## src/rtl/fifo_control_if.sv

```systemverilog
// Request/status bundle between a FIFO controller and its users.
// The slave side is the controller; the master side issues push/pop and sets thresholds.
interface fifo_control_if #(
  parameter int address_width = 3
);
  logic                     push;
  logic                     pop;
  logic [address_width:0]   almost_full_thr;
  logic [address_width:0]   almost_empty_thr;
  logic                     wr_enable;
  logic                     rd_enable;
  logic [address_width-1:0] wr_ptr;
  logic [address_width-1:0] rd_ptr;
  logic                     valid_out;
  logic [address_width:0]   fill_level;
  logic                     fifo_full;
  logic                     fifo_empty;
  logic                     almost_full;
  logic                     almost_empty;
  logic                     fifo_error;

  modport master (
    output push, pop, almost_full_thr, almost_empty_thr,
    input  wr_enable, rd_enable, wr_ptr, rd_ptr, valid_out, fill_level,
    input  fifo_full, fifo_empty, almost_full, almost_empty, fifo_error
  );

  modport slave (
    input  push, pop, almost_full_thr, almost_empty_thr,
    output wr_enable, rd_enable, wr_ptr, rd_ptr, valid_out, fill_level,
    output fifo_full, fifo_empty, almost_full, almost_empty, fifo_error
  );
endinterface

```

## src/rtl/fifo_control.sv

```systemverilog
// Pointer and flag controller for one FIFO memory: gates push/pop into memory strobes,
// keeps read/write pointers and an explicit fill count, and latches over/underflow.
module fifo_control #(
  parameter int address_width = 3
) (
  input logic           clk,
  input logic           reset,
  fifo_control_if.slave bus
);
  localparam int                     DEPTH_I = 2 ** address_width;
  localparam logic [address_width:0] DEPTH   = (address_width + 1)'(DEPTH_I);

  logic [address_width-1:0] r_wr_ptr;
  logic [address_width-1:0] r_rd_ptr;
  logic [address_width:0]   r_fill_level;
  logic                     r_valid_out;
  logic                     r_fifo_error;

  logic w_full;
  logic w_empty;
  logic w_wr_en;
  logic w_rd_en;
  logic w_overflow;
  logic w_underflow;

  assign w_full      = (r_fill_level == DEPTH);
  assign w_empty     = (r_fill_level == '0);
  // Rejected requests are gated here, so they can never disturb pointers or level.
  assign w_wr_en     = bus.push & ~w_full;
  assign w_rd_en     = bus.pop & ~w_empty;
  assign w_overflow  = bus.push & w_full;
  assign w_underflow = bus.pop & w_empty;

  always_ff @(posedge clk) begin
    if (reset) begin
      r_wr_ptr     <= '0;
      r_rd_ptr     <= '0;
      r_fill_level <= '0;
      r_valid_out  <= 1'b0;
      r_fifo_error <= 1'b0;
    end else begin
      if (w_wr_en) r_wr_ptr <= r_wr_ptr + address_width'(1);
      if (w_rd_en) r_rd_ptr <= r_rd_ptr + address_width'(1);
      case ({w_wr_en, w_rd_en})
        2'b10:   r_fill_level <= r_fill_level + (address_width + 1)'(1);
        2'b01:   r_fill_level <= r_fill_level - (address_width + 1)'(1);
        default: r_fill_level <= r_fill_level;
      endcase
      r_valid_out  <= w_rd_en;
      r_fifo_error <= r_fifo_error | w_overflow | w_underflow;
    end
  end

  assign bus.wr_enable    = w_wr_en;
  assign bus.rd_enable    = w_rd_en;
  assign bus.wr_ptr       = r_wr_ptr;
  assign bus.rd_ptr       = r_rd_ptr;
  assign bus.valid_out    = r_valid_out;
  assign bus.fill_level   = r_fill_level;
  assign bus.fifo_full    = w_full;
  assign bus.fifo_empty   = w_empty;
  assign bus.almost_full  = (r_fill_level >= bus.almost_full_thr);
  assign bus.almost_empty = (r_fill_level <= bus.almost_empty_thr);
  assign bus.fifo_error   = r_fifo_error;
endmodule
```

## src/flat_wrapper.sv

```systemverilog
// flat-port wrapper written by rule: the top's interface ports become plain ports
module fifo_control_flat 
#(
  parameter int address_width = 3
)
  (clk, reset, bus_push, bus_pop, bus_almost_full_thr, bus_almost_empty_thr, bus_wr_enable, bus_rd_enable, bus_wr_ptr, bus_rd_ptr, bus_valid_out, bus_fill_level, bus_fifo_full, bus_fifo_empty, bus_almost_full, bus_almost_empty, bus_fifo_error);
  fifo_control_if #(.address_width(address_width)) bus_i ();
  input logic clk;
  input logic reset;
  input wire logic [$bits(bus_i.push)-1:0] bus_push;
  input wire logic [$bits(bus_i.pop)-1:0] bus_pop;
  input wire logic [$bits(bus_i.almost_full_thr)-1:0] bus_almost_full_thr;
  input wire logic [$bits(bus_i.almost_empty_thr)-1:0] bus_almost_empty_thr;
  output wire logic [$bits(bus_i.wr_enable)-1:0] bus_wr_enable;
  output wire logic [$bits(bus_i.rd_enable)-1:0] bus_rd_enable;
  output wire logic [$bits(bus_i.wr_ptr)-1:0] bus_wr_ptr;
  output wire logic [$bits(bus_i.rd_ptr)-1:0] bus_rd_ptr;
  output wire logic [$bits(bus_i.valid_out)-1:0] bus_valid_out;
  output wire logic [$bits(bus_i.fill_level)-1:0] bus_fill_level;
  output wire logic [$bits(bus_i.fifo_full)-1:0] bus_fifo_full;
  output wire logic [$bits(bus_i.fifo_empty)-1:0] bus_fifo_empty;
  output wire logic [$bits(bus_i.almost_full)-1:0] bus_almost_full;
  output wire logic [$bits(bus_i.almost_empty)-1:0] bus_almost_empty;
  output wire logic [$bits(bus_i.fifo_error)-1:0] bus_fifo_error;
  assign bus_i.push = bus_push;
  assign bus_i.pop = bus_pop;
  assign bus_i.almost_full_thr = bus_almost_full_thr;
  assign bus_i.almost_empty_thr = bus_almost_empty_thr;
  assign bus_wr_enable = bus_i.wr_enable;
  assign bus_rd_enable = bus_i.rd_enable;
  assign bus_wr_ptr = bus_i.wr_ptr;
  assign bus_rd_ptr = bus_i.rd_ptr;
  assign bus_valid_out = bus_i.valid_out;
  assign bus_fill_level = bus_i.fill_level;
  assign bus_fifo_full = bus_i.fifo_full;
  assign bus_fifo_empty = bus_i.fifo_empty;
  assign bus_almost_full = bus_i.almost_full;
  assign bus_almost_empty = bus_i.almost_empty;
  assign bus_fifo_error = bus_i.fifo_error;
  fifo_control #(.address_width(address_width)) u_core (.clk(clk), .reset(reset), .bus(bus_i));
endmodule
```

## config.mk

```make
export PLATFORM = sky130hd
export DESIGN_NAME = fifo_control_flat
export DESIGN_NICKNAME = d
export VERILOG_FILES = /design/src/rtl/fifo_control_if.sv /design/src/rtl/fifo_control.sv /design/src/flat_wrapper.sv
export SDC_FILE = /design/constraint.sdc
export NUM_CORES = 1
export LEC_CHECK = 0
export CAP_MARGIN = 20
export CORE_MARGIN = 4
export CORE_UTILIZATION = 36
export CTS_BUF_LIST = sky130_fd_sc_hd__clkbuf_4 sky130_fd_sc_hd__clkbuf_8 sky130_fd_sc_hd__clkbuf_16
export DETAILED_ROUTE_END_ITERATION = 10
export PLACE_DENSITY_LB_ADDON = 0.08
export REMOVE_ABC_BUFFERS = 1
export SLEW_MARGIN = 20
export SYNTH_ARGS = -nofsm -noshare
export SYNTH_HDL_FRONTEND = slang
export SYNTH_SLANG_ARGS = --single-unit
```

## constraint.sdc

```tcl
create_clock -name clk -period 3 [get_ports clk]
set_input_delay 0.9 -clock clk [delete_from_list [all_inputs] [get_ports clk]]
set_output_delay 0.9 -clock clk [all_outputs]
set_load 0.01 [all_outputs]
```

# Yosys cells after proc, flatten, opt, wreduce, memory -nomap -nowiden
# Cells that the tools add are included.
[op_classes]
addsub = 4
magnitude_cmp = 2
eq_ne = 3
n_mux = 1
n_bitwise = 8
n_reduce_logical = 2
[ops]
columns = ["operator", "n"]
rows = [
  ["4-bit case mux with 2 select lines", 1],
  ["3-bit by 1-bit adder with 3-bit output, second input constant", 2],
  ["4-bit by 1-bit adder with 4-bit output, second input constant", 1],
  ["1-bit bitwise AND", 4],
  ["4-bit equality test, second input constant", 1],
  ["4-bit >= comparator", 1],
  ["4-bit <= comparator", 1],
  ["4-bit logical NOT", 1],
  ["4-bit by 1-bit subtractor with 4-bit output, second input constant", 1],
  ["2-bit by 1-bit equality test with 1-bit output, second input constant", 1],
  ["2-bit equality test, second input constant", 1],
  ["1-bit NOT", 2],
  ["1-bit OR", 2],
  ["2-bit nonzero test", 1],
]
[totals]
ff_bits = 12
inputBits = 12
out_inout_bits = 18
wordCells = 25

# Logic depth before layout (Yosys ltp)
[logic_depth]
depth_word = 5
ltp_mapped = 10
depth_no_buf = 10

# Worst setup path before layout
# Ideal clock, no wire load.
[synth_timing]
path_kind = "input -> output"
startpoint = "input port bus_almost_empty_thr[1]"
endpoint = "output port bus_almost_empty"
t_arrival_ns = 1.896
required_ns = 2.100
setup_slack_ns = 0.204
path_stages = 6
path_buffers = 0
path_cell_list = "inv_1 ha_1 nor2b_1 o21a_1 o21a_1 o21ai_0"
[synth_via]
elab_chain_len = 1
[synth_lines]
columns = ["element", "line", "source"]
rows = [
  ["from (decl)", "flat_wrapper.sv:13", "input wire logic [$bits(bus_i.almost_empty_thr)-1:0] bus_almost_empty_thr;"],
  ["4-bit <= comparator", "fifo_control.sv:63", "assign bus.almost_empty = (r_fill_level <= bus.almost_empty_thr);"],
  ["to (decl)", "flat_wrapper.sv:23", "output wire logic [$bits(bus_i.almost_empty)-1:0] bus_almost_empty;"],
]
# Every way passes these cells.

# Worst setup path in the final report
[layout_timing]
startpoint = "input port bus_almost_full_thr[1]"
endpoint = "output port bus_almost_full"
[layout_via]
elab_chain_len = 1
[layout_lines]
columns = ["element", "line", "source"]
rows = [
  ["from (decl)", "flat_wrapper.sv:12", "input wire logic [$bits(bus_i.almost_full_thr)-1:0] bus_almost_full_thr;"],
  ["4-bit >= comparator", "fifo_control.sv:62", "assign bus.almost_full = (r_fill_level >= bus.almost_full_thr);"],
  ["to (decl)", "flat_wrapper.sv:22", "output wire logic [$bits(bus_i.almost_full)-1:0] bus_almost_full;"],
]
# Every way passes these cells.

==> reports/metrics.json <==
{
  "ioPinCount": 30,
  "setup_total_negative_slack_ns": 0,
  "die_height_um": 54.7,
  "track_usage": 0.152,
  "library_cell_used_as_clock_root_buffer": "sky130_fd_sc_hd__clkbuf_4",
  "synth.cell_area_um2": 786,
  "remaining_max_slew_budget_at_the_tightest_pin": 0.686,
  "timing.critical_path.max_delay_family": "compound AO/OA/AOI/OAI gates",
  "hold_start": "u_core.bus.fifo_error",
  "floorplan.rows": 16,
  "run_status": "completed",
  "via_per_inst": 4.80,
  "crit_required_ns": 2.10,
  "hold_buffers": 0,
  "dpl.hpwl_um": 1460,
  "crit_buf_inv": 3,
  "start_kind": "input pin",
  "worstHoldPathCells": 2,
  "yosys_warnings": 0,
  "placement.io_buffers": 29,
  "clkTransAtPathRegs_ns": 0.08,
  "grt_antenna_before_repair": 0,
  "seq_area_frac_synth": 0.306,
  "grt_setup_unrepaired": "false",
  "final_antenna_net_count": 0,
  "clock.fmax_ghz": 0.343,
  "reg2reg_slack_ns": 0.38,
  "num_vias": 753,
  "timing.critical_path.to_type": "primary output",
  "vdd_ir_drop_max_mv": 0.481,
  "most-common-layout-cells": "sky130_fd_sc_hd__clkdlybuf4s50_1, sky130_fd_sc_hd__nor2_1, sky130_fd_sc_hd__dfxtp_1",
  "insertedDiodeCount": 0,
  "initial_core_utilization": 0.389,
  "startpoint": "bus_almost_full_thr[1]",
  "cts.sinks": 12,
  "area_growth_pct": 56.5,
  "hold_path_class": "register to register",
  "final.hold.worst_slack_ns": 0.485,
  "design_area_um2": 1230,
  "synthesis.instances": 90,
  "post_synth_num_cell_types": 26,
  "clkLatencyLatePin_ns": 0.28,
  "reg2reg_to": "u_core.bus.fill_level[3]",
  "path_class": "input pin to primary output",
  "fraction_of_layout_cells_with_a_size_suffix_above_1": 0.208,
  "gr-total-overflow": 0,
  "finalWorstPathRequiredPeriod_ns": 2.92,
  "postCtsSetupBuffers": 0,
  "maxSlewViolCount": 0,
  "final_cells": 157,
  "critical_path.slowest_cell": "sky130_fd_sc_hd__ha_1",
  "skew_ns": 0.00183,
  "static-leakage-power_nw": 0.590,
  "ys_seq_elements": 12,
  "placedCellCount": 153,
  "critical_path.cell_chain": "dlygate4sd2_1, inv_1, ha_1, a21o_1, a21o_1, a21o_1, buf_2",
  "layout_commonest_cell": "sky130_fd_sc_hd__clkdlybuf4s50_1",
  "gp_routability_congestion": 0.768,
  "r2r.worst_path.cells": 9,
  "first_pass_grt_wire_length_um": 3160,
  "fillcell_total": 209,
  "first_pass_iters": 2,
  "dpl_cell_area_um2": 1170,
  "maximum_number_of_pins_on_one_net_before_global_route_repair": 13,
  "timing.final.crit_share": 0.973,
  "worst_slew_pin_slew_ns": 0.469,
  "hold_viol": 0,
  "power-per-cell-area_nw_per_um2": 761,
  "netlist_top_cells_area": "sky130_fd_sc_hd__dfxtp_1, sky130_fd_sc_hd__ha_1, sky130_fd_sc_hd__inv_1",
  "finish.net_count": 157,
  "post_drt_wl_per_cell_um": 11.6,
  "whs_endpoint": "u_core.bus.fifo_error",
  "total_die_area_um2": 2990,
  "grt_pass1_vias": 755,
  "setup-violations-final": 0,
  "synth_top_area_cell": "sky130_fd_sc_hd__dfxtp_1",
  "cp_max_fo": 1,
  "worst_path_most_repeated_cell": "sky130_fd_sc_hd__a21o_1",
  "synth_top_area_share": 0.306,
  "drc": 0,
  "maxCapViolations": 0,
  "r2r_start": "u_core.bus.fill_level[1]",
  "die_w_um": 54.7,
  "postSynthAreaPerCell_um2": 8.73,
  "number_of_clock_buffers_inserted_by_tritoncts": 3,
  "cts_buffer_depth": 2,
  "critPathArrivalTime_ns": 2.02,
  "route.final.wire_length_um": 1820,
  "cp_slowest_stage_delay_ns": 0.28,
  "htree_num_levels": 1,
  "dr.first_iter.drc_count": 9,
  "tritoncts": "done",
  "core_area_um2": 2020
}
-- synth_stat cells --
library cell	instances
sky130_fd_sc_hd__a21oi_1	7
sky130_fd_sc_hd__nor4_2	1
sky130_fd_sc_hd__o21ai_0	1
sky130_fd_sc_hd__dfxtp_1	12
sky130_fd_sc_hd__nand2_4	1
sky130_fd_sc_hd__and3_1	1
sky130_fd_sc_hd__or4_1	1
sky130_fd_sc_hd__mux2i_1	1
sky130_fd_sc_hd__nand3_1	2
sky130_fd_sc_hd__a21o_1	3
sky130_fd_sc_hd__clkbuf_1	2
sky130_fd_sc_hd__nand3_2	1
sky130_fd_sc_hd__inv_1	12
sky130_fd_sc_hd__nor4_1	1
sky130_fd_sc_hd__xnor2_1	1
sky130_fd_sc_hd__ha_1	13
sky130_fd_sc_hd__nor2b_1	1
sky130_fd_sc_hd__nand2b_1	2
sky130_fd_sc_hd__xor2_1	5
sky130_fd_sc_hd__fa_1	1
sky130_fd_sc_hd__o21a_1	2
sky130_fd_sc_hd__or4b_4	1
sky130_fd_sc_hd__nand4_1	1
sky130_fd_sc_hd__nand2_1	4
sky130_fd_sc_hd__nor2_1	12
sky130_fd_sc_hd__o31ai_1	1
-- stage by stage --
| step | worst slack, ns | power (mW) | utilization |
|---|---|---|---|
| after CTS | 0.0204 | 0.944 | 0.597 |
| after global routing | 0.0152 | 1.03 | 0.608 |
| after detailed placement | -0.765 | 0.808 | 0.579 |
| after floorplan | 0.204 | 0.531 | - |
| final | 0.0808 | 0.937 | 0.608 |
| after global placement | -0.687 | 0.791 | 0.579 |
-- layout make-up --
| type | instances | area (um2) | area share |
|---|---|---|---|
| inverter | 12 | 45.0 | 0.0366 |
| tap | 27 | 33.8 | 0.0275 |
| sequential | 12 | 240 | 0.195 |
| multi-input combinational | 64 | 541 | 0.439 |
| timing repair buffer | 38 | 334 | 0.272 |
| clock buffer | 4 | 36.3 | 0.0295 |
-- timing repair --
| action | 4_1_cts | 5_1_grt |
|---|---|---|
| pin swaps | 10 | 4 |
| endpoints found under the setup margin | 3 | 3 |
| resized for setup | 24 | 4 |
| endpoints found under the hold margin | 0 | 0 |
-- cell families after synthesis --
logic type | after synthesis | share of synthesized area
AO/OA/AOI/OAI | 14 | 0.108
flip-flops | 12 | 0.306
XOR/XNOR | 6 | 0.0669
adder cells (fa/ha/maj) | 14 | 0.232
buffers and inverters | 14 | 0.0669
multiplexers | 1 | 0.0127
AND/OR/NAND/NOR | 29 | 0.207
-- power by group --
part | internal (mW) | leakage (nW) | switching (mW)
Clock | 0.0739 | 0.0210 | 0.0585
Sequential | 0.199 | 0.0982 | 0.0454
Combinational | 0.306 | 0.470 | 0.254
-- metal layers --
layer | global-route usage | share of wire | vias to the layer above
met2 | 0.258 | 0.48 | 18
met4 | 0.0498 | 0.0071 | 0
li1 | - | - | 381
met1 | 0.169 | 0.45 | 352
met5 | 0 | 0 | -
met3 | 0.0627 | 0.060 | 2
-- tightest hold or removal path: cells and delay by family (launching register included) --
family | cells | cell delay, ns
simple gates | 2 | 0.12
flops | 1 | 0.33
-- how the worst max path moves through the flow --
stage | slack, ns | to | cells after the start
CTS | 0.02 | bus_almost_empty | 6
finish | 0.08 | bus_almost_full | 7
floorplan | 0.20 | bus_almost_empty | 6
global route | 0.02 | bus_almost_full | 7
global placement | -0.69 | bus_almost_empty | 8
detailed placement | -0.77 | bus_almost_empty | 8
-- sequential cells by signal, summed over array words and instances, names as in the netlist --
signal	count
u_core.bus.rd_ptr	3
u_core.bus.fifo_error	1
u_core.bus.valid_out	1
u_core.bus.wr_ptr	3
u_core.bus.fill_level	4
Note: power is estimated with default switching activity, not from simulation.
